==> src/rtl/instruction_fetch.sv <==
// Instruction fetch stage: drives the instruction-memory handshake, owns the PC,
// and fills the IF/ID register, using a one-entry skid buffer when decode stalls.
module instruction_fetch #(
    parameter logic [31:0] ResetVector = 32'h00000000
) (
    input  logic        Clock,
    input  logic        ResetN,
    input  logic        Stall,
    input  logic        PCSource,
    input  logic [31:0] BranchTarget,
    output logic [31:0] InstructionAddress,
    output logic        InstructionRequest,
    input  logic        InstructionReady,
    input  logic [31:0] InstructionData,
    output logic [31:0] Instruction,
    output logic [5:0]  OperationCode,
    output logic [5:0]  Function,
    output logic [31:0] PCPlus4,
    output logic        InstructionValid
);

    typedef enum logic [1:0] {IDLE, REQUEST, DISCARD, HOLD} state_t;

    state_t      state_q, state_d;
    logic [31:0] pc_q, pc_d;
    logic [31:0] hold_addr_q, hold_addr_d;
    logic [31:0] instr_q, instr_d;
    logic [31:0] plus4_q, plus4_d;
    logic [31:0] skid_instr_q, skid_instr_d;
    logic [31:0] skid_plus4_q, skid_plus4_d;
    logic        valid_q, valid_d;
    logic [31:0] target;
    logic [31:0] pc_inc;

    assign target = BranchTarget & 32'hFFFF_FFFC;
    assign pc_inc = pc_q + 32'd4;

    always_ff @(posedge Clock or negedge ResetN) begin
        if (!ResetN) state_q <= IDLE;
        else         state_q <= state_d;
    end

    always_comb begin
        state_d = state_q;
        case (state_q)
            IDLE:    state_d = REQUEST;
            REQUEST: begin
                if (PCSource)
                    state_d = InstructionReady ? REQUEST : DISCARD;
                else if (InstructionReady && valid_q && Stall)
                    state_d = HOLD;
            end
            DISCARD: if (InstructionReady) state_d = REQUEST;
            HOLD:    if (PCSource || !Stall) state_d = REQUEST;
            default: state_d = IDLE;
        endcase
    end

    // While a redirected fetch drains, the old address must stay on the bus.
    always_comb begin
        InstructionRequest = (state_q == REQUEST) || (state_q == DISCARD);
        InstructionAddress = (state_q == DISCARD) ? hold_addr_q : pc_q;
    end

    always_comb begin
        pc_d         = pc_q;
        hold_addr_d  = hold_addr_q;
        instr_d      = instr_q;
        plus4_d      = plus4_q;
        skid_instr_d = skid_instr_q;
        skid_plus4_d = skid_plus4_q;
        valid_d      = valid_q;
        if (valid_q && !Stall) valid_d = 1'b0;
        case (state_q)
            REQUEST: begin
                if (PCSource) begin
                    pc_d        = target;
                    valid_d     = 1'b0;
                    hold_addr_d = pc_q;
                end else if (InstructionReady) begin
                    pc_d = pc_inc;
                    if (!valid_q || !Stall) begin
                        instr_d = InstructionData;
                        plus4_d = pc_inc;
                        valid_d = 1'b1;
                    end else begin
                        skid_instr_d = InstructionData;
                        skid_plus4_d = pc_inc;
                    end
                end
            end
            DISCARD: begin
                if (PCSource) begin
                    pc_d    = target;
                    valid_d = 1'b0;
                end
            end
            HOLD: begin
                if (PCSource) begin
                    pc_d    = target;
                    valid_d = 1'b0;
                end else if (!Stall) begin
                    instr_d = skid_instr_q;
                    plus4_d = skid_plus4_q;
                    valid_d = 1'b1;
                end
            end
            default: ;
        endcase
    end

    always_ff @(posedge Clock or negedge ResetN) begin
        if (!ResetN) begin
            pc_q         <= ResetVector;
            hold_addr_q  <= 32'h0;
            instr_q      <= 32'h0;
            plus4_q      <= 32'h0;
            skid_instr_q <= 32'h0;
            skid_plus4_q <= 32'h0;
            valid_q      <= 1'b0;
        end else begin
            pc_q         <= pc_d;
            hold_addr_q  <= hold_addr_d;
            instr_q      <= instr_d;
            plus4_q      <= plus4_d;
            skid_instr_q <= skid_instr_d;
            skid_plus4_q <= skid_plus4_d;
            valid_q      <= valid_d;
        end
    end

    assign Instruction      = instr_q;
    assign OperationCode    = instr_q[31:26];
    assign Function         = instr_q[5:0];
    assign PCPlus4          = plus4_q;
    assign InstructionValid = valid_q;

endmodule

==> config.mk <==
export PLATFORM = sky130hd
export DESIGN_NAME = instruction_fetch
export DESIGN_NICKNAME = d
export VERILOG_FILES = /design/src/rtl/instruction_fetch.sv
export SDC_FILE = /design/constraint.sdc
export NUM_CORES = 1
export LEC_CHECK = 0
export CAP_MARGIN = 20
export CORE_UTILIZATION = 40
export CTS_BUF_LIST = sky130_fd_sc_hd__clkbuf_4 sky130_fd_sc_hd__clkbuf_8
export DETAILED_ROUTE_END_ITERATION = 8
export PLACE_DENSITY = 0.71
export SLEW_MARGIN = 20
export SYNTH_ARGS = -nofsm -noshare
export SYNTH_HDL_FRONTEND = slang
export SYNTH_SLANG_ARGS = --single-unit
==> constraint.sdc <==
create_clock -name Clock -period 5.97 [get_ports Clock]
set_input_delay 1.194 -clock Clock [delete_from_list [all_inputs] [get_ports Clock]]
set_output_delay 1.194 -clock Clock [all_outputs]
set_load 0.05 [all_outputs]
==> impl_metrics.py <==
metrics = {
    "global_routing": {
        "grt_pass1_wl_um": 35300,
        "antenna_found_initial": 0,
        "grt_pass1_vias": 6492,
        "grt_overflow": 0,
        "grt_max_degree": 102,
        "grt_usage_pct": 19.2,
    },
    "run_status": {
        "violations": "design-rule violations",
        "status": "finished with violations",
    },
    "yosys": {
        "yosysSeqAreaShare_pct": 51.7,
        "yosys-top-cells-area": "dfrtp_1 (52%), mux2_2 (12%), o21ai_0 (5.5%)",
        "netlist_top_cells_count": "dfrtp_1 (187), nand2_1 (112), o21ai_0 (100)",
        "synthFlopType": "dfrtp_1",
        "synthArstFlopShare_pct": 100,
        "synth_top_area_cell": "dfrtp_1",
        "syn_area_sq_mm": 0.00905,
        "yosys_warnings": 0,
        "syn-instance-count": 873,
        "synth_most_common_cell": "dfrtp_1",
        "synth.distinct_cells": 48,
        "synth-seq-cells": 187,
        "synth_top_area_share_pct": 51.7,
        "synth.avg_cell_area_sq_um": 10.4,
        "synth-edff-count": 0,
    },
    "floorplanning": {
        "die_y_um": 152,
        "rows": 54,
        "dieWidth_um": 152,
        "core_area_sq_mm": 0.0220,
        "start_util_pct": 41.1,
        "ios": 179,
        "die-area_sq_mm": 0.0232,
    },
    "layout": {
        "layout-drive-gt1-share_pct": 14.6,
        "finalNetCount": 1060,
        "syn2layout_area_growth_pct": 23.5,
        "utilization_pct": 50.7,
        "antenna_cells": 0,
        "design_area_sq_mm": 0.0112,
    },
    "routing": {
        "firstDrtPassIters": 7,
        "wl_per_cell_um": 17.1,
        "drtAntennaViolNets": 0,
        "first_iter_violations": 466,
        "viasPerCell": 5.31,
        "drc_errors": 20,
        "route.vias.total": 6786,
        "routed_wl_um": 21900,
    },
    "clocking": {
        "cts_buffer_depth": 2,
        "cts_sinks": 187,
        "cts_tree": "yes",
        "cts_resized": 0,
        "cts_setup_buffers": 0,
        "cts_buffers": 17,
        "cts_max_level": 4,
        "clk_latency_ns": 0.47,
        "clk_pin_slew_ns": 0.09,
        "clock-root-buffer": "clkbuf_8",
        "cts.hold.buffers_added": 0,
    },
    "min_path": {
        "hold_depth": 2,
        "whs_endpoint": "skid_plus4_q[19]$_DFFE_PN0P_",
        "hp-class": "reg -> reg",
        "holdCritStartpoint": "skid_plus4_q[19]$_DFFE_PN0P_",
    },
    "pwr": {
        "p_int_mw": 3.61,
        "switching_share_pct": 47.9,
        "power.switching_mw": 3.32,
        "comb_power_share_pct": 54.1,
        "p_leak_nw": 4.66,
        "pwr-share-clk_pct": 12.3,
        "power_density_mw_per_mm2": 620,
        "ir_drop_mv": 0.374,
        "p_seq_share_pct": 33.5,
        "p_total_mw": 6.93,
    },
    "critical_path": {
        "critPathLaunch": "state_q[0]$_DFFE_PN0P_",
        "crit_type": "reg -> out",
        "cp-end-kind": "output port",
        "reg2reg_slack_ns": 3.06,
        "r2r-end": "pc_q[15]$_DFFE_PN0P_",
        "critPathMaxFanout": 23,
        "crit_required_ns": 4.78,
        "crit_arrival_ns": 3.28,
        "cp-start-kind": "flop",
        "reg2reg_from": "state_q[0]$_DFFE_PN0P_",
        "r2r_cells": 7,
    },
    "placed_design": {
        "port_buffers": 172,
        "gp_congestion": 0.773,
        "post-dp-hpwl_um": 14600,
        "pre_cts_ws_ns": 1.95,
        "placed_area_sq_mm": 0.0108,
    },
    "timing": {
        "fin_setup_tns_ns": 0,
        "worstMarginPinSlew_ns": 1.00,
        "fin_worst_skew_ns": 0.0152,
        "period_needed_ns": 4.48,
        "fmaxAchievable_mhz": 223,
        "slew_headroom_pct": 33.3,
        "hold_viol_final": 0,
        "fin_ws_ns": 1.49,
        "setup_viol": 0,
        "slew_viol_final": 0,
        "period_share_pct": 75.0,
        "rsz0062_at_grt": "false",
    },
    "run": {
        "maxCapViolations": 0,
    },
}
[registers in the layout, indices dropped and copies added (netlist names)]
signal	cells
skid_plus4_q	30
pc_q	30
Instruction	32
hold_addr_q	30
PCPlus4	30
InstructionValid	1
state_q	2
skid_instr_q	32
[kinds of logic (layout without fill, tap and decap cells)]
group,after synthesis,in the layout,synth area share (%)
buf+inv,99,221,5.29
simple gates,219,219,10.8
flops,187,187,51.7
mux,130,130,15.7
xor+xnor,28,28,2.71
fa+ha+maj,5,5,0.691
compound gates,204,204,13.1
other cells,1,4,0.0414
[power groups by stage]
| stage | Combinational [mW] | Clock [mW] | Sequential, mW |
|---|---|---|---|
| after CTS | 3.78 | 0.881 | 2.32 |
| after detailed placement | 3.77 | 0 | 2.35 |
| final | 3.75 | 0.854 | 2.32 |
| after global routing | 4.01 | 0.929 | 2.41 |
| after floorplan | 2.20 | 0 | 2.81 |
| after global placement | 3.73 | 0 | 2.31 |
[critical path: stages, from the launching register on]
cell	delay, ns
dfrtp_1	0.45
inv_1	0.11
ha_1	0.73
buf_4	0.44
mux2_2	0.38
clkdlybuf4s50_1	0.71
[cell type report]
cell class              instances  area, sq um
clock inverters                14          154
inverters                       8         30.0
multi-input cells             590         3930
flip-flops and latches        187         4680
well taps                     280          350
fillers                      1993        10800
clock buffers                  17          234
repair buffers                182         1800
[how the worst max path moves through the flow]
| stage | endpoint | depth (start not counted) |
|---|---|---|
| 4_1_cts | InstructionAddress[17] | 5 |
| 3_5_place_dp | InstructionAddress[17] | 5 |
| 3_3_place_gp | InstructionAddress[27] | 5 |
| 5_1_grt | InstructionAddress[17] | 5 |
| 2_1_floorplan | InstructionAddress[14] | 5 |
| 6_report | InstructionAddress[17] | 5 |
[cells in the final DEF (no fill, tap or decap), types with 5 or more instances in the layout]
master,count
mux2_2,94
o211ai_1,7
inv_6,7
mux2i_1,36
nand3_1,20
a22oi_1,5
xor2_1,15
dfrtp_1,187
a21oi_1,35
clkdlybuf4s50_1,171
o22ai_1,27
a2bb2oi_1,16
xnor2_1,13
buf_4,10
and4_1,7
nor3_1,5
o21ai_0,100
nand4_1,15
inv_1,7
clkbuf_8,18
nor2_1,44
and3_1,5
nand2_1,112
[per-layer routing]
metal,track usage [%],wire [um],up-vias
met5,0,0,-
met4,4.91,225,0
met3,3.75,1350,13
met2,29.5,9880,207
met1,27.7,10400,3296
li1,-,-,3270
[stage by stage]
stage,cells,hold slack (ns)
final,1278,0.482
after global routing,1278,0.504
after CTS,1278,0.488
after detailed placement,1247,0.466
after global placement,1247,0.459
after floorplan,876,0.445
Power figures use the tool's default switching activity.
==> patch 1: new RTL, config.mk and constraints unchanged <==
Encoding of `state_t`: now one-hot (4 bits for 4 states).
--- a/src/rtl/instruction_fetch.sv
+++ b/src/rtl/instruction_fetch.sv
@@ -21,3 +21,3 @@
 
-    typedef enum logic [1:0] {IDLE, REQUEST, DISCARD, HOLD} state_t;
+    typedef enum logic [3:0] {IDLE = 4'b0001, REQUEST = 4'b0010, DISCARD = 4'b0100, HOLD = 4'b1000} state_t;
 
Behaviour: no difference found for any inputs over 4 cycles, from zero or initial values and one cycle with ResetN low; so few cycles prove little.
==> patch 1 against the unedited design <==
  * Sequential share of layout area down 0.81 points
  * Count of clock-buffer cells in the layout is 2 higher
  * Routed wire length is 5.4% higher
  * Register-to-register slack got worse by 540 ps
  * First-iteration DRC count fell by 5.6%
  * Worst setup slack better by 250 ps
  * Critical path type unchanged
  * Non-clock buffer count up 1
  * Clock power shrank 5.9%
  * Critical path depth down 1
  * Synthesized area grew 4.2%
  * Design area increased by 3.1%
  * Via count rose by 6.5%
  * Sequential cell count increased by 2
  * Power is 8.7% lower
==> patch 1: results (changes against the unedited design) <==
hold wc startpoint=skid_plus4_q[18]; register area share after synthesis=50.2% (-1.5 points); largest net degree at the start of global routing=85 (-17%); initial core utilization=41.2% (+0.059 points); Worst R2R Path Depth=6 (-1); reg2reg end=pc_q[21]; Initial DRT Pass Iterations=5 (-2); Cell variety after synth=58 (+21%); Total GRT Usage=19.4% (+0.18 points); WP data arrival=3040 ps (-240 ps); worst hold endpoint=skid_plus4_q[18]; leakage power=4.97 nW (+6.8%); Slew Limit Headroom=36.5% (+3.2 points); post-synthesis mux area share=11.2% (-4.5 points); Adder-Cell Fraction of Synth Area=0.133% (-0.56 points); Synth area leaders=dfrtp_1 (50%), nand2_1 (6.6%), mux2_4 (5.9%); VDD IR max=0.000343 V (-8.4%); met2 WL=10,400 um (+5.3%); vias per cell=5.24 (-1.3%); DR iter-0 viols=440 (-5.6%); Routed WL=23,100 um (+5.4%); DP Wirelength=15,500 um (+6.1%); Post-Synth XOR/XNOR Area=2.60% (-0.11 points); CP Max Fanout=40 (+74%); vias in the first global route=6,741 (+3.8%); outcome=completed; reg-to-reg startpoint=state_q[1]; Clock Skew=16.9 ps (+1.66 ps); GPL Wtd Cong=0.800 (+3.5%)
## patch 1: metrics by stage
stage	instances	instance area, um2	util, %	setup WS, ps	hold slack, ps
3_5_place_dp	1347	11200	48.7	2170	470
6_report	1379	11500	50.3	1740	489
3_3_place_gp	1347	11200	48.7	2170	456
4_1_cts	1379	11500	50.3	1660	493
5_1_grt	1379	11500	50.3	1530	516
2_1_floorplan	942	9440	-	2680	444
## patch 1: cell families (layout without fill, tap and decap cells)
| logic type | after synthesis | after routing |
|---|---|---|
| other cells | 1 | 4 |
| mux | 82 | 82 |
| xor+xnor | 28 | 28 |
| flops | 189 | 189 |
| simple gates | 318 | 318 |
| buf+inv | 103 | 227 |
| fa+ha+maj | 1 | 1 |
| compound gates | 217 | 217 |
## patch 1: power by group
group	switching (W)	leakage, nW	internal (W)	total, W
Clock	0.000496	0.177	0.000308	0.000804
Combinational	0.00208	2.41	0.00120	0.00329
Sequential	0.000454	2.39	0.00178	0.00223
Total	0.00303	4.97	0.00329	0.00633
## patch 1: worst max-delay path: stages, from the launching register on
cell,delay (ps)
dfrtp_1,720
nor4b_2,300
buf_4,420
mux2_2,420
clkdlybuf4s50_1,710
## patch 1: worst max path at each step
stage,startpoint,endpoint,slack [ps],depth (start not counted)
global route,state_q[2],InstructionAddress[30],1530,5
floorplan,state_q[0],InstructionAddress[10],2680,4
detailed placement,PCSource,skid_plus4_q[15],2170,4
finish,state_q[2],InstructionAddress[27],1740,4
CTS,state_q[2],InstructionAddress[27],1660,4
global placement,PCSource,skid_plus4_q[15],2170,4
## patch 1: layout make-up
| class | count | area, um2 |
|---|---|---|
| clock buffer | 19 | 249 |
| sequential | 189 | 4730 |
| multi-input combinational | 650 | 4200 |
| tap | 313 | 392 |
| timing repair buffer | 183 | 1810 |
| inverter | 12 | 45.0 |
| clock inverter | 13 | 105 |
| fill | 2101 | 11400 |
## patch 1: metal layers
| metal | track usage (%) | up-vias |
|---|---|---|
| met4 | 4.01 | 0 |
| met3 | 3.89 | 11 |
| met5 | 0 | - |
| li1 | - | 3496 |
| met1 | 28.4 | 3495 |
| met2 | 29.6 | 228 |
==> patch 2: new RTL, same flow settings <==
Without the edit above. Take the reset off `skid_instr_q` and load it in a clocked block of its own.
--- a/src/rtl/instruction_fetch.sv
+++ b/src/rtl/instruction_fetch.sv
@@ -117,3 +117,2 @@
             plus4_q      <= 32'h0;
-            skid_instr_q <= 32'h0;
             skid_plus4_q <= 32'h0;
@@ -125,3 +124,2 @@
             plus4_q      <= plus4_d;
-            skid_instr_q <= skid_instr_d;
             skid_plus4_q <= skid_plus4_d;
@@ -129,2 +127,6 @@
         end
+    end
+
+    always_ff @(posedge Clock) begin
+        skid_instr_q <= skid_instr_d;
     end
Behaviour: same outputs for any inputs over 4 cycles, from zero or initial values and one cycle with ResetN low; that may be too few to reach the edited logic, so the function may still have changed.
==> patch 2 against the unedited design <==
  * Worst setup slack improved by 470 ps
  * Routed wire length increased by 3.1%
  * Register-to-register slack improved by 120 ps
  * Critical endpoint unchanged
  * Sequential power decreased by 4%
  * Sequential cell count unchanged
  * Combinational power about the same
  * Synthesized area decreased by 2.3%
  * Design area decreased by 1.1%
  * Largest power group unchanged
  * Largest cell class unchanged
  * Critical path depth unchanged
  * Power decreased by 1.6%
  * First-iteration DRC count decreased by 2.6%
==> patch 2: results (changes against the unedited design) <==
outcome=completed; Slew @ Worst Pin=1030 ps (+26.5 ps); Clk pwr share=12.6% (+0.3 points); cell area power density=617 nW/um2 (-0.47%); Initial DRT Pass Iterations=5 (-2); register area share after synthesis=54.7% (+3.0 points); number of synthesized flops with an enable pin=32 (+32); met2 WL=10,100 um (+1.9%); FILL cells=1,992 (-0.050%); global-route wire length before repair=35,100 um (-0.59%); Non-clock inverters=12 (+4); DR iter-0 viols=454 (-2.6%); M1 GR Usage=28.5% (+0.79 points); Adder-Cell Fraction of Synth Area=0.707% (+0.016 points); post-synthesis mux area share=11.0% (-4.7 points); Post-Synth XOR/XNOR Area=2.57% (-0.13 points); share of cells above drive strength 1=11.2% (-3.4 points); Wirelength per Cell=17.8 um (+3.9%); DP Area=10,600 um2 (-1.3%); Register Area=4840 um2 (+3.4%); Synth top cells by count=dfrtp_1 (155), nand2_1 (132), o21ai_0 (74); Synth area leaders=dfrtp_1 (44%), edfxtp_1 (11%), mux2_2 (6.9%); placed cells=1,236 (-0.88%); Seq/total area=43.8% (+1.9 points); leakage power=4.40 nW (-5.6%); vias in the first global route=6,450 (-0.65%); Cell variety after synth=55 (+15%); multi-input combinational area share=32.7% (-2.4 points); Synth Area in Compound Gates=13.4% (+0.31 points); GPL Wtd Cong=0.817 (+5.7%); met2 GRT Util=31.2% (+1.7 points); ClkCell Share=3.71% (+0.24 points); vias per cell=5.39 (+1.5%); DP Wirelength=15,400 um (+5.1%); Multi-In Gates=576 (-2.4%); fin nets=1,049 (-1.0%); WP data arrival=2810 ps (-470 ps); Slowest-stage cell, CP=clkdlybuf4s50_1; Non-clock buffers=181 (-0.55%); syn avg cell area=10.4 um2 (+0.20%); routing usage on met3=4.91% (+1.2 points); internal power=0.00347 W (-4.0%); buffering overhead=16.2% (+0.088 points); Logic pwr share=54.8% (+0.7 points); largest net degree at the start of global routing=101 (-0.98%); die width=151 um (-1.2%); Total GRT Usage=20.2% (+1.0 points)
## patch 2: changes by cell type after synthesis, moves of 5 or more
cell	before	now
mux2_2	94	54
dfrtp_1	187	155
edfxtp_1	0	32
o21ai_1	1	29
o21ai_0	100	74
nand2_1	112	132
and4_1	7	2
buf_4	21	16
## patch 2: worst paths after layout
| kind | startpoint | end | slack (ps) | cells past startpoint |
|---|---|---|---|---|
| max | state_q[0] | InstructionAddress[17] | 1970 | 5 |
| min | skid_plus4_q[8] | skid_plus4_q[8] | 480 | 2 |
| max reg2reg | state_q[0] | pc_q[19] | 3180 | 7 |
| min reg2reg | skid_plus4_q[8] | skid_plus4_q[8] | 480 | 2 |
| max in group asynchronous | ResetN | hold_addr_q[19] | 4160 | 2 |
| min in group asynchronous | ResetN | Instruction[30] | 730 | 1 |
## patch 2: tightest hold or removal path, cell delays in order, from the launching register on
cell and delay [ps]:
dfrtp_1 350, nand2_1 50, nand2_1 60
